$ cat config.mk
export PLATFORM = sky130hd
export DESIGN_NAME = br_puf_eval_flat
export DESIGN_NICKNAME = d
export VERILOG_FILES = /design/src/rtl/br_puf_pkg.sv /design/src/rtl/br_puf_eval_if.sv /design/src/rtl/br_puf_eval_ring.sv /design/src/rtl/br_puf_eval.sv /design/src/flat_wrapper.sv
export SDC_FILE = /design/constraint.sdc
export NUM_CORES = 1
export LEC_CHECK = 0
export ABC_AREA = 1
export CAP_MARGIN = 20
export CORE_AREA = 2 2 154 156
export DETAILED_ROUTE_END_ITERATION = 10
export DIE_AREA = 0 0 156 158
export PLACE_DENSITY = 0.86
export SYNTH_ARGS = -nofsm -noshare
export SYNTH_HDL_FRONTEND = slang
export SYNTH_SLANG_ARGS = --single-unit
$ cat constraint.sdc
create_clock -name clk -period 1.8 [get_ports clk]
set_input_delay 0.18 -clock clk [delete_from_list [all_inputs] [get_ports clk]]
set_output_delay 0.18 -clock clk [all_outputs]
set_load 0.03 [all_outputs]
$ cat src/rtl/br_puf_pkg.sv
// Shared definitions for the bistable-ring PUF evaluator: FSM encoding,
// default parameters and the counter-width helper.
package br_puf_pkg;

  localparam int DEF_N_RINGS       = 32;
  localparam int DEF_CHAL_W        = 32;
  localparam int DEF_RST_CYCLES    = 4;
  localparam int DEF_SETTLE_CYCLES = 64;
  localparam int DEF_N_EVAL        = 5;

  localparam int STATE_W = 3;
  typedef logic [STATE_W-1:0] state_t;

  localparam state_t ST_IDLE     = 3'd0;
  localparam state_t ST_RING_RST = 3'd1;
  localparam state_t ST_SETTLE   = 3'd2;
  localparam state_t ST_SAMPLE   = 3'd3;
  localparam state_t ST_DONE     = 3'd4;

  // Bits needed to hold the values 0..max_val inclusive.
  function automatic int cnt_w(input int max_val);
    return (max_val < 1) ? 1 : $clog2(max_val + 1);
  endfunction

endpackage

$ cat src/rtl/br_puf_eval_if.sv
// Request/response handshake plus the ring-array connections of the evaluator.
interface br_puf_eval_if
  import br_puf_pkg::*;
#(
  parameter int N_RINGS = DEF_N_RINGS,
  parameter int CHAL_W  = DEF_CHAL_W
);

  logic               req_valid;
  logic               req_ready;
  logic [CHAL_W-1:0]  challenge;
  logic               rsp_valid;
  logic               rsp_ready;
  logic [N_RINGS-1:0] response;
  logic [N_RINGS-1:0] unstable;
  logic               busy;
  // Physical ring array side: reset and challenge out, raw ring nodes in.
  logic               ring_rst;
  logic [CHAL_W-1:0]  ring_chal;
  logic [N_RINGS-1:0] ring_phys;

  modport slave (
    input  req_valid, challenge, rsp_ready, ring_phys,
    output req_ready, rsp_valid, response, unstable, busy, ring_rst, ring_chal
  );

  modport master (
    output req_valid, challenge, rsp_ready, ring_phys,
    input  req_ready, rsp_valid, response, unstable, busy, ring_rst, ring_chal
  );

endinterface

$ cat src/rtl/br_puf_eval_ring.sv
// Boundary cell of one bistable ring; the kept net stops synthesis from
// merging or optimising the asynchronous ring node into the sampling logic.
module br_puf_eval_ring (
  input  logic i_phys,
  output logic o_q
);

  (* keep = "true" *) logic w_q;

  assign w_q = i_phys;
  assign o_q = w_q;

endmodule

$ cat src/rtl/br_puf_eval.sv
// Bistable-ring PUF evaluator: repeats reset/settle/sample N_EVAL times per
// challenge and majority-votes each bit, flagging bits that disagreed.
module br_puf_eval
  import br_puf_pkg::*;
#(
  parameter int N_RINGS       = DEF_N_RINGS,
  parameter int CHAL_W        = DEF_CHAL_W,
  parameter int RST_CYCLES    = DEF_RST_CYCLES,
  parameter int SETTLE_CYCLES = DEF_SETTLE_CYCLES,
  parameter int N_EVAL        = DEF_N_EVAL
) (
  input logic          clk,
  input logic          reset_n,
  br_puf_eval_if.slave puf
);

  localparam int VOTE_W = cnt_w(N_EVAL);
  localparam int PH_MAX = (RST_CYCLES > SETTLE_CYCLES) ? RST_CYCLES : SETTLE_CYCLES;
  localparam int PH_W   = cnt_w(PH_MAX);
  localparam logic [VOTE_W-1:0] EVAL_LAST = VOTE_W'(N_EVAL);
  localparam logic [VOTE_W-1:0] MAJ_THR   = VOTE_W'(N_EVAL / 2);

  state_t             r_state;
  state_t             w_state_next;
  logic [PH_W-1:0]    r_phase_cnt;
  logic [VOTE_W-1:0]  r_eval_idx;
  logic [VOTE_W-1:0]  w_eval_idx_inc;
  logic [CHAL_W-1:0]  r_chal;
  logic               r_ring_rst;
  logic [N_RINGS-1:0] w_ring_q;
  logic [N_RINGS-1:0] r_sync1;
  logic [N_RINGS-1:0] r_sync2;
  logic [N_RINGS-1:0] w_response;
  logic [N_RINGS-1:0] w_unstable;
  logic               w_accept;
  logic               w_sample;
  logic               w_done_entry;

  assign w_accept       = (r_state == ST_IDLE) && puf.req_valid;
  assign w_sample       = (r_state == ST_SAMPLE);
  assign w_eval_idx_inc = r_eval_idx + VOTE_W'(1);
  assign w_done_entry   = w_sample && (w_eval_idx_inc >= EVAL_LAST);

  always_comb begin
    w_state_next = r_state;
    case (r_state)
      ST_IDLE:     if (puf.req_valid) w_state_next = ST_RING_RST;
      ST_RING_RST: if (r_phase_cnt == '0) w_state_next = ST_SETTLE;
      ST_SETTLE:   if (r_phase_cnt == '0) w_state_next = ST_SAMPLE;
      ST_SAMPLE:   w_state_next = w_done_entry ? ST_DONE : ST_RING_RST;
      ST_DONE:     if (puf.rsp_ready) w_state_next = ST_IDLE;
      default:     w_state_next = ST_IDLE;
    endcase
  end

  // The phase counter reloads on every state change, so RING_RST and SETTLE
  // always last their full length regardless of history.
  always_ff @(posedge clk or negedge reset_n) begin
    if (!reset_n) begin
      r_state     <= ST_IDLE;
      r_phase_cnt <= '0;
      r_eval_idx  <= '0;
      r_chal      <= '0;
      r_ring_rst  <= 1'b1;
    end else begin
      r_state    <= w_state_next;
      r_ring_rst <= (w_state_next == ST_RING_RST);
      if (w_state_next != r_state) begin
        if (w_state_next == ST_RING_RST)
          r_phase_cnt <= PH_W'(RST_CYCLES - 1);
        else if (w_state_next == ST_SETTLE)
          r_phase_cnt <= PH_W'(SETTLE_CYCLES - 1);
        else
          r_phase_cnt <= '0;
      end else if (r_phase_cnt != '0) begin
        r_phase_cnt <= r_phase_cnt - PH_W'(1);
      end
      if (w_accept) begin
        r_chal     <= puf.challenge;
        r_eval_idx <= '0;
      end else if (w_sample) begin
        r_eval_idx <= w_eval_idx_inc;
      end
    end
  end

  always_ff @(posedge clk or negedge reset_n) begin
    if (!reset_n) begin
      r_sync1 <= '0;
      r_sync2 <= '0;
    end else begin
      r_sync1 <= w_ring_q;
      r_sync2 <= r_sync1;
    end
  end

  genvar gi;
  generate
    for (gi = 0; gi < N_RINGS; gi = gi + 1) begin : g_bit
      (* keep = "true" *) logic w_ring_bit;
      logic [VOTE_W-1:0] r_vote;
      logic [VOTE_W-1:0] w_vote_new;
      logic              r_resp_bit;
      logic              r_unst_bit;

      br_puf_eval_ring u_ring (
        .i_phys (puf.ring_phys[gi]),
        .o_q    (w_ring_bit)
      );

      assign w_ring_q[gi] = w_ring_bit;
      assign w_vote_new   = r_vote + VOTE_W'(r_sync2[gi]);

      // Result is taken from the count including the final sample.
      always_ff @(posedge clk or negedge reset_n) begin
        if (!reset_n) begin
          r_vote     <= '0;
          r_resp_bit <= 1'b0;
          r_unst_bit <= 1'b0;
        end else begin
          if (w_accept)
            r_vote <= '0;
          else if (w_sample)
            r_vote <= w_vote_new;
          if (w_done_entry) begin
            r_resp_bit <= (w_vote_new > MAJ_THR);
            r_unst_bit <= (w_vote_new != '0) && (w_vote_new != EVAL_LAST);
          end
        end
      end

      assign w_response[gi] = r_resp_bit;
      assign w_unstable[gi] = r_unst_bit;
    end
  endgenerate

  assign puf.req_ready = (r_state == ST_IDLE);
  assign puf.rsp_valid = (r_state == ST_DONE);
  assign puf.busy      = (r_state != ST_IDLE) && (r_state != ST_DONE);
  assign puf.response  = w_response;
  assign puf.unstable  = w_unstable;
  assign puf.ring_rst  = r_ring_rst;
  assign puf.ring_chal = r_chal;

endmodule

$ cat src/flat_wrapper.sv
// flat-port wrapper written by rule: the top's interface ports become plain ports
module br_puf_eval_flat import br_puf_pkg::*;
#(
  parameter int N_RINGS       = DEF_N_RINGS,
  parameter int CHAL_W        = DEF_CHAL_W,
  parameter int RST_CYCLES    = DEF_RST_CYCLES,
  parameter int SETTLE_CYCLES = DEF_SETTLE_CYCLES,
  parameter int N_EVAL        = DEF_N_EVAL
)
  (clk, reset_n, puf_req_valid, puf_challenge, puf_rsp_ready, puf_ring_phys, puf_req_ready, puf_rsp_valid, puf_response, puf_unstable, puf_busy, puf_ring_rst, puf_ring_chal);
  br_puf_eval_if #(.N_RINGS(N_RINGS), .CHAL_W(CHAL_W)) puf_i ();
  input logic clk;
  input logic reset_n;
  input wire logic [$bits(puf_i.req_valid)-1:0] puf_req_valid;
  input wire logic [$bits(puf_i.challenge)-1:0] puf_challenge;
  input wire logic [$bits(puf_i.rsp_ready)-1:0] puf_rsp_ready;
  input wire logic [$bits(puf_i.ring_phys)-1:0] puf_ring_phys;
  output wire logic [$bits(puf_i.req_ready)-1:0] puf_req_ready;
  output wire logic [$bits(puf_i.rsp_valid)-1:0] puf_rsp_valid;
  output wire logic [$bits(puf_i.response)-1:0] puf_response;
  output wire logic [$bits(puf_i.unstable)-1:0] puf_unstable;
  output wire logic [$bits(puf_i.busy)-1:0] puf_busy;
  output wire logic [$bits(puf_i.ring_rst)-1:0] puf_ring_rst;
  output wire logic [$bits(puf_i.ring_chal)-1:0] puf_ring_chal;
  assign puf_i.req_valid = puf_req_valid;
  assign puf_i.challenge = puf_challenge;
  assign puf_i.rsp_ready = puf_rsp_ready;
  assign puf_i.ring_phys = puf_ring_phys;
  assign puf_req_ready = puf_i.req_ready;
  assign puf_rsp_valid = puf_i.rsp_valid;
  assign puf_response = puf_i.response;
  assign puf_unstable = puf_i.unstable;
  assign puf_busy = puf_i.busy;
  assign puf_ring_rst = puf_i.ring_rst;
  assign puf_ring_chal = puf_i.ring_chal;
  br_puf_eval #(.N_RINGS(N_RINGS), .CHAL_W(CHAL_W), .RST_CYCLES(RST_CYCLES), .SETTLE_CYCLES(SETTLE_CYCLES), .N_EVAL(N_EVAL)) u_core (.clk(clk), .reset_n(reset_n), .puf(puf_i));
endmodule
==> results.cfg <==
[timing]
finalCritPeriodShare_pct = 98.7
fin_skew_ns = 0.0121
worstMarginPinSlew_ns = 0.471
hold_violations = 0
fmax_mhz = 563
setup_viol = 0
finalWorstSetupSlack_ns = 0.0238
whs_ns = 0.0792
rsz0062_at_grt = yes
fin_crit_ns = 1.78
relSlewSlack_pct = 68.6
drv_slew = 0
fin_setup_tns_ns = 0

[global_route]
use_met2_pct = 33.2
grt_pass1_vias = 8678
use_met1_pct = 25.1
top_usage_layer = met2
met3_usage_pct = 5.37
grt_util_all_layers_pct = 19.8
grt_remaining_overflow = 0
grt_max_degree = 121
grt_pass1_wl_um = 40300
antenna_found_initial = 1

[pwr]
p_leak_nw = 8.00
pwr-share-comb_pct = 38.3
pwr-share-seq_pct = 36.1
p_sw_share_pct = 37.7
ir_drop_mv = 0.995
power_mw = 24.0
power_density_nw_per_um2 = 1630
power.internal_mw = 14.9
power.share.clock_pct = 25.6
switching_power_mw = 9.05

[clock_network]
path_clk_slew_ns = 0.06
cts.sinks = 270
clk_latency_ns = 0.53
cts_buffers = 28
root_buffer = clkbuf_16
htreeDepth = 1
clk_path_buf_depth = 3
cts_tree = yes

[place]
place.gp.congestion = 0.834
place_area_um2 = 13500
io_buffers = 167
dp_hpwl_um = 16000
place_ws_ns = -0.00897
dp.cells = 1608

[critical_path]
crit_path_end = u_core.r_phase_cnt[1]
critPathSlowestCell = dfrtp_1
r2r_setup_slack_ns = 0.02
crit_path_cell_trace = inv_2 -> ha_4 -> inv_2 -> nand3b_1 -> nand3_4 -> nand2_4 -> nor2_4 -> nand3_4 -> nand2_1 -> nand2_1
cp.required_ns = 2.22
rr_endpoint = u_core.r_phase_cnt[1]
crit-reg2reg-launch = u_core.r_eval_idx[0]
crit_fanout = 8
critPathMaxStageDelay_ns = 0.42
start_kind = register
path_class = reg2reg
end_kind = register
cp.arrival_ns = 2.19
reg2reg_depth = 10
cp-startpoint = u_core.r_eval_idx[0]

[final_layout]
layout_common_cells = nand2_1 (335), dfrtp_1 (269), o21ai_0 (163)
multi_input_area_um2 = 4200
final_nets = 1486
fill_cells = 1744
final_common_cell = nand2_1
seq_area_um2 = 6760
drive_above_1_share_pct = 7.80
final_area_um2 = 14700
final_core_util_pct = 63.7
stdcell_count = 1663
area_delta_synth_final_pct = 23.4

[synth]
syn_area_per_cell_um2 = 9.55
synth_cells = 1246
netlist_area_um2 = 11900
synthesis.nets = 1381
ys_warn_count = 0

[die]
die_w_um = 156
fp.dieH_um = 158
rows = 56
core_region_area_um2 = 23100
io_pins = 168
initial_core_util_pct = 51.6
die_area_um2 = 24600

[drt]
vias_per_cell = 5.16
drt_wl_total_um = 24300
vias = 8583
wl_per_cell_um = 14.6
drc_errors = 0
drt_iter0_drc = 431
antenna_left = 0
first_pass_iters = 4

[flow_run]
maxCapViolCount = 0

[outcome]
status = complete, no violations

[min_path]
hp-class = in2reg
==> worst max-delay path, delay by kind of cell, from the launching register on <==
family                     cells  cell delay [ns]
adders and majority gates      1             0.20
and+or+nand+nor                7             0.89
buffers and inverters          2             0.15
DFF                            1             0.42
==> worst min-delay path by stage <==
stage	from	end	depth (start not counted)
2_1_floorplan	reset_n	u_core.g_bit[0].r_resp_bit	0
3_5_place_dp	reset_n	u_core.g_bit[24].r_resp_bit	1
3_3_place_gp	reset_n	u_core.g_bit[24].r_resp_bit	1
4_1_cts	puf_ring_phys[24]	u_core.r_sync1[24]	1
6_report	puf_ring_phys[9]	u_core.r_sync1[9]	1
5_1_grt	puf_ring_phys[30]	u_core.r_sync1[30]	1
==> registers in the layout, summed over array words and instances (netlist names) <==
register,count
u_core.r_state,3
u_core.r_sync2,32
u_core.r_eval_idx,3
u_core.g_bit.r_vote,96
u_core.r_sync1,32
u_core.r_phase_cnt,7
u_core.puf.ring_rst,1
u_core.g_bit.r_resp_bit,32
u_core.puf.ring_chal,32
u_core.g_bit.r_unst_bit,32
==> routing by layer <==
| metal | vias up | share of wire [%] |
|---|---|---|
| li1 | 4164 | - |
| met1 | 4123 | 42 |
| met2 | 248 | 49 |
| met3 | 48 | 6.8 |
| met4 | 0 | 2.3 |
| met5 | - | 0 |
==> what timing repair did <==
| action | in CTS | in global routing |
|---|---|---|
| resized for setup | 23 | 61 |
| buffers inserted | 0 | 2 |
| setup endpoints to repair | 19 | 94 |
| hold endpoints to repair | 61 | 0 |
| pin swaps | 2 | 10 |
| hold buffers | 1 | 0 |
| gates cloned | 0 | 0 |
==> power by group through the flow <==
stage | clock (mW) | sequential [mW] | combinational (mW)
2_1_floorplan | 0 | 9.16 | 5.94
6_report | 6.13 | 8.66 | 9.18
3_3_place_gp | 0 | 8.66 | 8.68
3_5_place_dp | 0 | 8.70 | 9.10
4_1_cts | 6.27 | 8.65 | 9.13
5_1_grt | 6.56 | 8.83 | 10.1
==> final cells by class <==
type                            instances  share of cell area (%)
Clock inverter                         12                    1.18
Sequential cell                       270                    46.0
Antenna cell                            1                  0.0170
Timing Repair Buffer                  190                    13.9
Tap cell                              290                    2.47
Inverter                               84                    2.16
Multi-Input combinational cell        777                    28.6
Clock buffer                           39                    5.68
Power figures use the tool's default switching activity.
